==> src/rtl/lsu_if.sv <==
//------------------------------------------------------------------------------
// lsu_if : core-side request/response and data-bus signals of the load-store unit
// Revision: 1.0
//------------------------------------------------------------------------------
`default_nettype none

interface lsu_if;
    logic        lsu_req;
    logic        lsu_we;
    logic [2:0]  lsu_funct3;
    logic [31:0] lsu_adr;
    logic [31:0] lsu_wdata;
    logic [31:0] lsu_rdata;
    logic        lsu_done;
    logic        lsu_err;
    logic        lsu_busy;

    logic        data_req;
    logic [31:0] data_adr;
    logic        data_we;
    logic [3:0]  data_be;
    logic [31:0] data_write;
    logic        data_gnt;
    logic        data_r_valid;
    logic [31:0] data_read;

    modport slave (
        input  lsu_req, lsu_we, lsu_funct3, lsu_adr, lsu_wdata,
        output lsu_rdata, lsu_done, lsu_err, lsu_busy,
        output data_req, data_adr, data_we, data_be, data_write,
        input  data_gnt, data_r_valid, data_read
    );

    modport master (
        output lsu_req, lsu_we, lsu_funct3, lsu_adr, lsu_wdata,
        input  lsu_rdata, lsu_done, lsu_err, lsu_busy,
        input  data_req, data_adr, data_we, data_be, data_write,
        output data_gnt, data_r_valid, data_read
    );
endinterface

`default_nettype wire

==> src/rtl/lsu.sv <==
//------------------------------------------------------------------------------
// lsu : load-store unit bridging the core to a req/gnt/r_valid data bus
// Revision: 1.0
//------------------------------------------------------------------------------
`default_nettype none

module lsu (
    input  wire logic CLK,
    input  wire logic RES,
    lsu_if.slave      bus
);
    typedef enum logic [1:0] {
        S_IDLE    = 2'd0,
        S_REQ     = 2'd1,
        S_WAIT_RV = 2'd2,
        S_DONE    = 2'd3
    } state_t;

    state_t      state_q, state_d;
    logic [31:0] adr_q, adr_d;
    logic        we_q, we_d;
    logic [2:0]  funct3_q, funct3_d;
    logic [1:0]  off_q, off_d;
    logic [3:0]  be_q, be_d;
    logic [31:0] wdata_q, wdata_d;
    logic [31:0] rdata_q, rdata_d;
    logic        err_q, err_d;

    logic        w_legal;
    logic        w_misaligned;
    logic [3:0]  w_be;
    logic [31:0] w_wdata;
    logic [31:0] w_shift;
    logic [31:0] w_load;

    always_comb begin
        w_legal = 1'b0;
        if (bus.lsu_we) begin
            w_legal = (bus.lsu_funct3 == 3'b000) || (bus.lsu_funct3 == 3'b001) ||
                      (bus.lsu_funct3 == 3'b010);
        end else begin
            w_legal = (bus.lsu_funct3 == 3'b000) || (bus.lsu_funct3 == 3'b001) ||
                      (bus.lsu_funct3 == 3'b010) || (bus.lsu_funct3 == 3'b100) ||
                      (bus.lsu_funct3 == 3'b101);
        end

        w_misaligned = 1'b0;
        case (bus.lsu_funct3[1:0])
            2'b01:   w_misaligned = bus.lsu_adr[0];
            2'b10:   w_misaligned = (bus.lsu_adr[1:0] != 2'b00);
            default: w_misaligned = 1'b0;
        endcase

        // Sub-word stores replicate the datum across lanes; byte enables pick the live one.
        w_be    = 4'b1111;
        w_wdata = bus.lsu_wdata;
        case (bus.lsu_funct3[1:0])
            2'b00: begin
                w_be    = 4'b0001 << bus.lsu_adr[1:0];
                w_wdata = {4{bus.lsu_wdata[7:0]}};
            end
            2'b01: begin
                w_be    = 4'b0011 << bus.lsu_adr[1:0];
                w_wdata = {2{bus.lsu_wdata[15:0]}};
            end
            default: begin
                w_be    = 4'b1111;
                w_wdata = bus.lsu_wdata;
            end
        endcase
    end

    always_comb begin
        w_shift = bus.data_read >> {off_q, 3'b000};
        case (funct3_q)
            3'b000:  w_load = {{24{w_shift[7]}}, w_shift[7:0]};
            3'b001:  w_load = {{16{w_shift[15]}}, w_shift[15:0]};
            3'b100:  w_load = {24'd0, w_shift[7:0]};
            3'b101:  w_load = {16'd0, w_shift[15:0]};
            default: w_load = w_shift;
        endcase
    end

    always_comb begin
        state_d  = state_q;
        adr_d    = adr_q;
        we_d     = we_q;
        funct3_d = funct3_q;
        off_d    = off_q;
        be_d     = be_q;
        wdata_d  = wdata_q;
        rdata_d  = rdata_q;
        err_d    = err_q;

        case (state_q)
            S_IDLE: begin
                if (bus.lsu_req) begin
                    if (!w_legal || w_misaligned) begin
                        err_d   = 1'b1;
                        rdata_d = 32'd0;
                        state_d = S_DONE;
                    end else begin
                        adr_d    = {bus.lsu_adr[31:2], 2'b00};
                        we_d     = bus.lsu_we;
                        funct3_d = bus.lsu_funct3;
                        off_d    = bus.lsu_adr[1:0];
                        be_d     = w_be;
                        wdata_d  = w_wdata;
                        err_d    = 1'b0;
                        rdata_d  = 32'd0;
                        state_d  = S_REQ;
                    end
                end
            end
            S_REQ: begin
                if (bus.data_gnt) begin
                    state_d = S_WAIT_RV;
                end
            end
            S_WAIT_RV: begin
                if (bus.data_r_valid) begin
                    if (!we_q) begin
                        rdata_d = w_load;
                    end
                    state_d = S_DONE;
                end
            end
            S_DONE: begin
                state_d = S_IDLE;
            end
            default: begin
                state_d = S_IDLE;
            end
        endcase
    end

    always_ff @(posedge CLK or posedge RES) begin
        if (RES) begin
            state_q  <= S_IDLE;
            adr_q    <= 32'd0;
            we_q     <= 1'b0;
            funct3_q <= 3'd0;
            off_q    <= 2'd0;
            be_q     <= 4'd0;
            wdata_q  <= 32'd0;
            rdata_q  <= 32'd0;
            err_q    <= 1'b0;
        end else begin
            state_q  <= state_d;
            adr_q    <= adr_d;
            we_q     <= we_d;
            funct3_q <= funct3_d;
            off_q    <= off_d;
            be_q     <= be_d;
            wdata_q  <= wdata_d;
            rdata_q  <= rdata_d;
            err_q    <= err_d;
        end
    end

    assign bus.data_req   = (state_q == S_REQ);
    assign bus.data_adr   = adr_q;
    assign bus.data_we    = we_q;
    assign bus.data_be    = be_q;
    assign bus.data_write = wdata_q;
    assign bus.lsu_rdata  = rdata_q;
    assign bus.lsu_err    = err_q;
    assign bus.lsu_done   = (state_q == S_DONE);
    assign bus.lsu_busy   = ((state_q == S_IDLE) && bus.lsu_req) ||
                            (state_q == S_REQ) || (state_q == S_WAIT_RV);
endmodule

`default_nettype wire

==> src/flat_wrapper.sv <==
// flat-port wrapper written by rule: the top's interface ports become plain ports
module lsu_flat 
  (CLK, RES, bus_lsu_req, bus_lsu_we, bus_lsu_funct3, bus_lsu_adr, bus_lsu_wdata, bus_lsu_rdata, bus_lsu_done, bus_lsu_err, bus_lsu_busy, bus_data_req, bus_data_adr, bus_data_we, bus_data_be, bus_data_write, bus_data_gnt, bus_data_r_valid, bus_data_read);
  lsu_if bus_i ();
  input  wire logic CLK;
  input  wire logic RES;
  input wire logic [$bits(bus_i.lsu_req)-1:0] bus_lsu_req;
  input wire logic [$bits(bus_i.lsu_we)-1:0] bus_lsu_we;
  input wire logic [$bits(bus_i.lsu_funct3)-1:0] bus_lsu_funct3;
  input wire logic [$bits(bus_i.lsu_adr)-1:0] bus_lsu_adr;
  input wire logic [$bits(bus_i.lsu_wdata)-1:0] bus_lsu_wdata;
  output wire logic [$bits(bus_i.lsu_rdata)-1:0] bus_lsu_rdata;
  output wire logic [$bits(bus_i.lsu_done)-1:0] bus_lsu_done;
  output wire logic [$bits(bus_i.lsu_err)-1:0] bus_lsu_err;
  output wire logic [$bits(bus_i.lsu_busy)-1:0] bus_lsu_busy;
  output wire logic [$bits(bus_i.data_req)-1:0] bus_data_req;
  output wire logic [$bits(bus_i.data_adr)-1:0] bus_data_adr;
  output wire logic [$bits(bus_i.data_we)-1:0] bus_data_we;
  output wire logic [$bits(bus_i.data_be)-1:0] bus_data_be;
  output wire logic [$bits(bus_i.data_write)-1:0] bus_data_write;
  input wire logic [$bits(bus_i.data_gnt)-1:0] bus_data_gnt;
  input wire logic [$bits(bus_i.data_r_valid)-1:0] bus_data_r_valid;
  input wire logic [$bits(bus_i.data_read)-1:0] bus_data_read;
  assign bus_i.lsu_req = bus_lsu_req;
  assign bus_i.lsu_we = bus_lsu_we;
  assign bus_i.lsu_funct3 = bus_lsu_funct3;
  assign bus_i.lsu_adr = bus_lsu_adr;
  assign bus_i.lsu_wdata = bus_lsu_wdata;
  assign bus_lsu_rdata = bus_i.lsu_rdata;
  assign bus_lsu_done = bus_i.lsu_done;
  assign bus_lsu_err = bus_i.lsu_err;
  assign bus_lsu_busy = bus_i.lsu_busy;
  assign bus_data_req = bus_i.data_req;
  assign bus_data_adr = bus_i.data_adr;
  assign bus_data_we = bus_i.data_we;
  assign bus_data_be = bus_i.data_be;
  assign bus_data_write = bus_i.data_write;
  assign bus_i.data_gnt = bus_data_gnt;
  assign bus_i.data_r_valid = bus_data_r_valid;
  assign bus_i.data_read = bus_data_read;
  lsu u_core (.CLK(CLK), .RES(RES), .bus(bus_i));
endmodule
==> config.mk <==
export PLATFORM = sky130hd
export DESIGN_NAME = lsu_flat
export DESIGN_NICKNAME = d
export VERILOG_FILES = /design/src/rtl/lsu_if.sv /design/src/rtl/lsu.sv /design/src/flat_wrapper.sv
export SDC_FILE = /design/constraint.sdc
export NUM_CORES = 1
export LEC_CHECK = 0
export CAP_MARGIN = 0
export CORE_MARGIN = 2
export CORE_UTILIZATION = 45
export DETAILED_ROUTE_END_ITERATION = 8
export GPL_ROUTABILITY_DRIVEN = 0
export MAX_ROUTING_LAYER = met4
export PLACE_DENSITY = 0.9
export SLEW_MARGIN = 40
export SYNTH_ARGS = -nofsm -noshare
export SYNTH_HDL_FRONTEND = slang
export SYNTH_SLANG_ARGS = --single-unit
==> constraint.sdc <==
create_clock -name CLK -period 4.9 [get_ports CLK]
set_input_delay 0.735 -clock CLK [delete_from_list [all_inputs] [get_ports CLK]]
set_output_delay 0.735 -clock CLK [all_outputs]
set_load 0.1 [all_outputs]
==> impl_metrics.json, run 1 <==
{
  "critPathRequiredTime_ps": 5120,
  "maxCapViolCount": 0,
  "grt_pass1_wl_um": 22000,
  "synthCells": 421,
  "critical_path_class": "primary input to register",
  "synth_top_family_by_area": "multiplexers",
  "synth-main-ff-cell": "dfrtp_1",
  "synth_fa_ha_area_share_pct": 1.705,
  "path_cells": "clkdlybuf4s50_1, inv_1, ha_1, o21bai_1, a221o_1, nor3b_2, buf_4, mux2_1",
  "ant_nets": 0,
  "rows": 39,
  "clk_pin_slew_worst_paths_ps": 70,
  "dp_hpwl_um": 10060,
  "endpoint_kind": "register",
  "final_cell_area_mm2": 0.007007,
  "drt_pass1_iterations": 5,
  "synth.distinct_cells": 35,
  "postPlaceCellArea_mm2": 0.006744,
  "slew_violations": 0,
  "final_nets": 728,
  "grt_pass1_vias": 4294,
  "hold_path.class": "register to register",
  "worst_pin_slew_ps": 740.6,
  "cts.root.buffer_cell": "clkbuf_16",
  "critPathSlowestCell": "ha_1",
  "ys_ff_latch": 107,
  "port_buffers": 207,
  "grt_remaining_overflow": 0,
  "clock_sinks": 107,
  "syn_area_per_cell_um2": 12.20,
  "period_share_pct": 71.24,
  "reg2reg_depth": 7,
  "antenna_found_initial": 0,
  "setup_violations": 0,
  "path_max_fanout": 48,
  "fmax_mhz": 286.5,
  "drt_iter0_markers": 258,
  "viasPerCell": 5.480,
  "final_cell_mix": "dfrtp_1, clkdlybuf4s50_1, buf_2, mux2_1, nand2_1",
  "h-tree-depth": 3,
  "final_common_cell": "dfrtp_1",
  "grt_max_degree": 63,
  "clock_skew_ps": 8.819,
  "grt_usage_pct": 22.92,
  "hold_violations": 0,
  "core_area_mm2": 0.01127,
  "routedWlPerCell_um": 17.81,
  "synth_edf_count": 0,
  "rsz0062_at_grt": "no",
  "yosys_warnings": 0,
  "ys_seq_area_share_pct": 52.13,
  "cts_resized": 0,
  "area_delta_synth_final_pct": 36.42,
  "setup_tns_ps": 0,
  "syn-cell-area_mm2": 0.005136,
  "clockBufferDepth": 2,
  "synth_compound_area_share_pct": 11.45,
  "cts_buffers": 9,
  "maxSlewHeadroom_pct": 50.63,
  "drive_above_1_share_pct": 24.35,
  "ctsHoldBuffers": 0,
  "ys_async_sr_fraction_pct": 100.0,
  "route.detailed.drc": 0,
  "reg2reg_to": "u_core.bus.data_adr[23]$_DFFE_PP0P_",
  "synth_mux_area_share_pct": 23.09,
  "initial_core_util_pct": 45.57,
  "wirelength_um": 13590,
  "die-area_mm2": 0.01228,
  "insertion_delay_ps": 340,
  "hp-start": "u_core.bus.lsu_rdata[15]$_DFFE_PP0P_",
  "crit_arrival_ps": 3710,
  "min_path_cells": 2,
  "outcome": "completed",
  "cts_tree": "done",
  "diodes": 0,
  "reg2reg_from": "u_core.state_q[0]$_DFFE_PP0P_",
  "layout_min_cycle_time_ps": 3491,
  "synth_xor_area_share_pct": 0,
  "whs_ps": 482.6,
  "die_width_um": 110.8,
  "reg2reg_slack_ps": 2390,
  "hold_end": "u_core.bus.lsu_rdata[15]$_DFFE_PP0P_",
  "die_y_um": 110.8,
  "cp-start-kind": "primary input",
  "critical_path.max_stage_delay_ps": 640,
  "synth-simple-area-share_pct": 6.845,
  "io_pins": 210,
  "vias": 4181,
  "post_cts.repair.setup_buffers": 0
}
[through the flow]
step | instances | util [%] | setup slack, ps
after floorplan | 422 | - | 1348
after global placement | 748 | 64.35 | 1214
after detailed placement | 748 | 59.83 | 1072
after CTS | 763 | 62.14 | 1448
after global routing | 763 | 62.16 | 1240
final | 763 | 62.16 | 1409
[cell type report]
cell class                 count  area (um^2)
tap                          143        178.9
clock inverter                 5        31.28
timing repair buffer         214         1609
sequential                   107         2679
inverter                      10        42.54
fill                         910         4265
multi-input combinational    274         2237
clock buffer                  10        229.0
[registers in the layout, indices dropped and copies added, names as in the netlist, 2 cells and up]
signal / count
u_core.bus.data_write: 32
u_core.bus.lsu_rdata: 32
u_core.bus.data_adr: 30
u_core.bus.data_be: 4
u_core.funct3_q: 3
u_core.off_q: 2
u_core.state_q: 2
[routing by layer]
| layer | routed length [um] | GRT usage (%) | up-vias | share of wire [%] |
|---|---|---|---|---|
| li1 | - | - | 1906 | - |
| met1 | 5644 | 28.60 | 2059 | 42 |
| met2 | 6646 | 37.22 | 200 | 49 |
| met3 | 1067 | 4.975 | 16 | 7.9 |
| met4 | 229 | 8.000 | 0 | 1.7 |
| met5 | 0 | - | - | 0 |
[kinds of logic after synthesis]
logic type,Yosys count
multiplexers,105
flip-flops,107
adder cells (fa/ha/maj),7
AND/OR/NAND/NOR,73
AO/OA/AOI/OAI,87
other,1
buffers and inverters,41
[Yosys cell counts, types with 2 or more instances]
cell	count	area (um^2)
buf_4	4	30.03
nand2b_1	3	18.77
clkbuf_1	12	45.04
mux2_2	16	180.2
o21ai_0	20	100.1
buf_6	9	101.4
or2_2	2	12.51
mux2i_1	15	150.1
ha_1	7	87.58
nor2_1	15	56.30
inv_1	10	37.54
nand3b_1	9	67.56
o211ai_1	3	22.52
mux4_2	2	45.04
dfrtp_1	107	2678
buf_1	2	7.510
o22ai_1	3	18.77
o21ai_1	8	40.04
a22oi_1	8	60.06
a221o_1	17	170.2
a22o_1	8	70.07
a21oi_1	18	90.09
mux2_1	72	810.8
nand3_1	2	10.01
buf_2	4	20.02
nand2_1	36	135.1
[worst max path at each step]
stage / start / to / slack [ps] / depth (start not counted)
5_1_grt: bus_lsu_funct3[1] / u_core.bus.data_adr[23]$_DFFE_PP0P_ / 1240 / 8
3_3_place_gp: bus_lsu_funct3[1] / u_core.bus.data_adr[15]$_DFFE_PP0P_ / 1210 / 8
2_1_floorplan: RES / u_core.bus.data_adr[10]$_DFFE_PP0P_ / 1350 / 1
3_5_place_dp: bus_lsu_funct3[1] / u_core.bus.data_adr[23]$_DFFE_PP0P_ / 1070 / 8
4_1_cts: bus_lsu_funct3[1] / u_core.bus.data_adr[23]$_DFFE_PP0P_ / 1450 / 8
6_report: bus_lsu_funct3[1] / u_core.bus.data_adr[23]$_DFFE_PP0P_ / 1410 / 8
[worst max-delay path, delay by kind of cell]
family	cells	cell delay, ps
buffers and inverters	3	1170
adders and majority gates	1	640
AOI/OAI and AO/OA	2	490
muxes	1	390
and+or+nand+nor	1	240
Power of run 1 is left out: the tool's default activity adds up to more than one toggle a clock period on the data nets, which glitch-free logic cannot reach.
==> run 2, diff against run 1 <==
- CORE_UTILIZATION: 45 -> 39
- PLACE_DENSITY: 0.9 -> 0.84
- clock period: 4.9 -> 2.9 ns (I/O delays scaled with it)
==> run 2 against run 1 <==
Compared with the run above: cell area rose by 6.3%; via count rose by 1.6%; routed wire length rose by 4.9%; sequential cell count did not move; first-iteration DRC count rose by 41%; global-route usage fell by 1.9 points; die area rose by 15%; sequential share of layout area fell by 2.3 points; clock skew fell by 1.4 ps; critical path depth did not move; cell count rose by 5.1%; worst hold slack got worse by 14 ps.
==> impl_metrics.json, run 2 (synthesis results as in run 1) <==
{
  "outcome": "completed",
  "die_y_um": 118.8,
  "drive_above_1_share_pct": 25.56,
  "path_cells": "clkdlybuf4s50_1, inv_1, ha_1, o21bai_1, a221o_1, nor3b_2, buf_12, mux2_1",
  "grt_pass1_vias": 4408,
  "wl_met3_um": 1012,
  "maxSlewHeadroom_pct": 58.91,
  "critical_path_class": "primary input to register",
  "drt_pass1_iterations": 5,
  "setup_tns_ps": 0,
  "rows": 41,
  "io_pins": 210,
  "final_nets": 737,
  "critical_path.max_stage_delay_ps": 460,
  "final_common_cell": "buf_4",
  "h-tree-depth": 3,
  "clock_sinks": 107,
  "grt_usage_pct": 21.04,
  "maxCapViolCount": 0,
  "fmax_mhz": 408.1,
  "path_max_fanout": 68,
  "cp-start-kind": "primary input",
  "grt_remaining_overflow": 0,
  "ctsHoldBuffers": 0,
  "cts_tree": "done",
  "cts_resized": 0,
  "cp_num_buf_inv": 3,
  "endpoint_kind": "register",
  "critPathSlowestCell": "clkdlybuf4s50_1",
  "hold_violations": 0,
  "wirelength_um": 14260,
  "final_cell_mix": "buf_4, dfrtp_1, clkdlybuf4s50_1, mux2_1, nand2_1",
  "area_delta_synth_final_pct": 44.95,
  "cts.root.buffer_cell": "clkbuf_16",
  "slew_violations": 0,
  "post_cts.repair.setup_buffers": 0,
  "initial_core_util_pct": 40.37,
  "fill_cells": 1081,
  "diodes": 0,
  "core_area_mm2": 0.01272,
  "clockBufferDepth": 2,
  "vias": 4247,
  "period_share_pct": 84.51,
  "dp_hpwl_um": 10610,
  "met2WireLength_um": 7152,
  "port_buffers": 207,
  "wl_met1_um": 5679,
  "crit_arrival_ps": 2680,
  "die-area_mm2": 0.01410,
  "route.detailed.drc": 0,
  "cts_buffers": 9,
  "layout_min_cycle_time_ps": 2451,
  "setup_violations": 0,
  "die_width_um": 118.8,
  "antenna_found_initial": 0,
  "rsz0062_at_grt": "no",
  "ant_nets": 0,
  "clock_skew_ps": 7.415,
  "routedWlPerCell_um": 17.77,
  "hold_path.class": "primary input to async pin",
  "critPathRequiredTime_ps": 3130,
  "insertion_delay_ps": 350,
  "grt_max_degree": 69,
  "maxUsedRoutingLayer": "met4",
  "viasPerCell": 5.296,
  "grt_pass1_wl_um": 22740,
  "drt_iter0_markers": 363,
  "clk_pin_slew_worst_paths_ps": 70,
  "worst_pin_slew_ps": 616.3,
  "crit_family": "buffers and inverters"
}
run 2: cell count changes in the layout (fill, tap and decap cells not counted), sizes merged:
| cell | delta |
|---|---|
| bufinv | +1 |
| buf | +9 |
| inv | -1 |
| clkinv | -2 |
| clkinvlp | +1 |
| clkbuf | +2 |
run 2: cell type report:
| class | instances | area, um^2 | share of cell area [%] |
|---|---|---|---|
| sequential | 107 | 2678 | 35.97 |
| inverter | 10 | 41.29 | 0.5546 |
| multi-input combinational | 274 | 2237 | 30.05 |
| timing repair buffer | 223 | 1959 | 26.32 |
| tap | 172 | 215.2 | 2.891 |
| clock inverter | 4 | 47.55 | 0.6387 |
| clock buffer | 12 | 266.5 | 3.580 |
run 2: worst reg2reg max path, delay by kind of cell (launching register included):
kind,cells,cell delay (ps)
AOI/OAI and AO/OA,1,290
adders and majority gates,1,270
buffers and inverters,3,550
DFF,1,410
muxes,1,390
and+or+nand+nor,1,270
run 2: routing by layer:
| layer | global-route usage, % | vias up |
|---|---|---|
| li1 | - | 1921 |
| met1 | 24.37 | 2112 |
| met2 | 34.45 | 189 |
| met3 | 5.309 | 25 |
| met4 | 9.524 | 0 |
| met5 | - | - |
run 2: metrics by stage:
step	setup WS, ps	util [%]	cell area [um^2]	cells	hold WS, ps
5_1_grt	329.6	58.52	7445	802	484.8
3_3_place_gp	178.8	55.85	7106	785	469.8
2_1_floorplan	282.8	-	5144	422	496.8
6_report	449.3	58.52	7445	802	468.2
4_1_cts	438.7	58.36	7425	801	488.8
3_5_place_dp	69.54	55.89	7111	785	472.9
run 2: path summary, 6_finish.rpt:
path	startpoint	end	slack (ps)	cells after the start
min in group CLK	u_core.bus.data_adr[16]$_DFFE_PP0P_	u_core.bus.data_adr[16]$_DFFE_PP0P_	490	1
worst min register to register	u_core.bus.data_adr[16]$_DFFE_PP0P_	u_core.bus.data_adr[16]$_DFFE_PP0P_	490	1
worst max register to register	u_core.state_q[0]$_DFFE_PP0P_	u_core.bus.data_write[28]$_DFFE_PP0P_	590	7
worst max-delay path	bus_lsu_funct3[1]	u_core.bus.data_write[28]$_DFFE_PP0P_	450	8
max in group asynchronous	RES	u_core.bus.data_adr[7]$_DFFE_PP0P_	1850	3
worst min-delay path	RES	u_core.bus.lsu_rdata[25]$_DFFE_PP0P_	470	3
Power of run 2 is left out for the same reason.
==> run 3, diff against run 2 <==
- CORE_UTILIZATION: 39 -> 43
- PLACE_DENSITY: 0.84 -> 0.87
- clock period: 2.9 -> 2.4 ns (I/O delays scaled with it)
==> run 3 against run 2 <==
Compared with the run above: the run now ends with DRC left; critical path depth rose by 1; worst hold slack improved by 22 ps; cell count is 2.6% lower; die area down 9.0%.
==> impl_metrics.json, run 3 (synthesis results as in run 1) <==
{
  "port_buffers": 207,
  "post-place-ws_ps": -231.2,
  "maxCapViolCount": 0,
  "maxSlewHeadroom_pct": 54.02,
  "viasPerCell": 5.498,
  "setup_tns_ps": 0,
  "drt_iter0_markers": 303,
  "hold_path.class": "register to register",
  "cp-start-kind": "primary input",
  "diodes": 0,
  "critical_path_class": "primary input to register",
  "fill_cells": 901,
  "rows": 39,
  "final_common_cell": "buf_4",
  "cts.root.buffer_cell": "clkbuf_16",
  "wirelength_um": 14280,
  "ant_nets": 0,
  "die-area_mm2": 0.01283,
  "cp-startpoint": "bus_lsu_funct3[1]",
  "routedWlPerCell_um": 18.28,
  "cts_tree": "done",
  "antenna_found_initial": 0,
  "outcome": "finished, violations left",
  "grt_pass1_wl_um": 22700,
  "clk_pin_slew_worst_paths_ps": 70,
  "slew_violations": 0,
  "hold_violations": 0,
  "post_cts.repair.setup_buffers": 0,
  "worst_pin_slew_ps": 685.9,
  "core_area_mm2": 0.01152,
  "reg2reg_slack_ps": 200,
  "final_nets": 746,
  "fmax_mhz": 436.3,
  "path_max_fanout": 19,
  "hp-start": "u_core.bus.lsu_rdata[7]$_DFFE_PP0P_",
  "initial_core_util_pct": 44.60,
  "layout_min_cycle_time_ps": 2292,
  "grt_usage_pct": 22.95,
  "violations": "DRC",
  "grt_remaining_overflow": 0,
  "clock_sinks": 107,
  "insertion_delay_ps": 340,
  "route.detailed.drc": 1,
  "clockBufferDepth": 2,
  "h-tree-depth": 3,
  "critPathRequiredTime_ps": 2630,
  "period_share_pct": 95.50,
  "drive_above_1_share_pct": 26.49,
  "die_width_um": 113.3,
  "setup_slack_ps": 108.0,
  "dp_hpwl_um": 10610,
  "area_delta_synth_final_pct": 45.24,
  "cts_buffers": 9,
  "crit_arrival_ps": 2520,
  "clock_skew_ps": 7.163,
  "grt_max_degree": 108,
  "endpoint_kind": "register",
  "setup_violations": 0,
  "rsz0062_at_grt": "no",
  "drt_pass1_iterations": 6,
  "vias": 4294,
  "reg2reg_from": "u_core.state_q[0]$_DFFE_PP0P_",
  "io_pins": 210,
  "die_y_um": 113.3,
  "final_cell_mix": "buf_4, dfrtp_1, clkdlybuf4s50_1, mux2_1, nand2_1",
  "grt_pass1_vias": 4515
}
==> run 3: routing by layer <==
layer	wire length, um	GRT usage [%]
met3	1060	4.874
met5	0	-
met1	5771	27.28
met2	7161	38.68
met4	284	8.293
==> run 3: worst max-delay path, stage by stage <==
cell and delay (ps):
clkdlybuf4s50_1 470, inv_1 110, ha_1 200, o21bai_1 80, a221o_1 320, nor3b_2 260
buf_4 190, buf_12 160, mux2_1 340
==> run 3: path summary, 6_finish.rpt <==
path | end | cells after the start
max | u_core.bus.data_adr[7]$_DFFE_PP0P_ | 9
min | u_core.bus.lsu_rdata[7]$_DFFE_PP0P_ | 2
max reg2reg | u_core.bus.data_adr[7]$_DFFE_PP0P_ | 8
min reg2reg | u_core.bus.lsu_rdata[7]$_DFFE_PP0P_ | 2
max in group asynchronous | u_core.bus.data_write[21]$_DFFE_PP0P_ | 3
min in group asynchronous | u_core.bus.data_adr[30]$_DFFE_PP0P_ | 3
==> run 3: repair_timing <==
action	4_1_cts	5_1_grt
gates resized for setup	0	2
endpoints found under the hold margin	0	0
hold buffers	0	0
setup endpoints to repair	0	13
==> run 3: cell type report <==
cell class,instances,area [um^2],area share [%]
clock buffer,12,246.5,3.304
clock inverter,3,15.01,0.2013
inverter,10,41.29,0.5535
multi-input combinational,274,2245,30.09
sequential,107,2678,35.89
tap,143,178.9,2.399
timing repair buffer,232,2056,27.56
==> run 3: stage by stage <==
step                      util [%]  hold WS [ps]  instances  area [um^2]
after floorplan                  -         494.7        422         5149
after global placement       62.41         470.2        766         7187
after detailed placement     62.45         476.2        766         7192
after CTS                    64.72         492.2        781         7453
after global routing         64.78         507.2        781         7460
final                        64.78         490.0        781         7460
Power of run 3 is left out for the same reason.
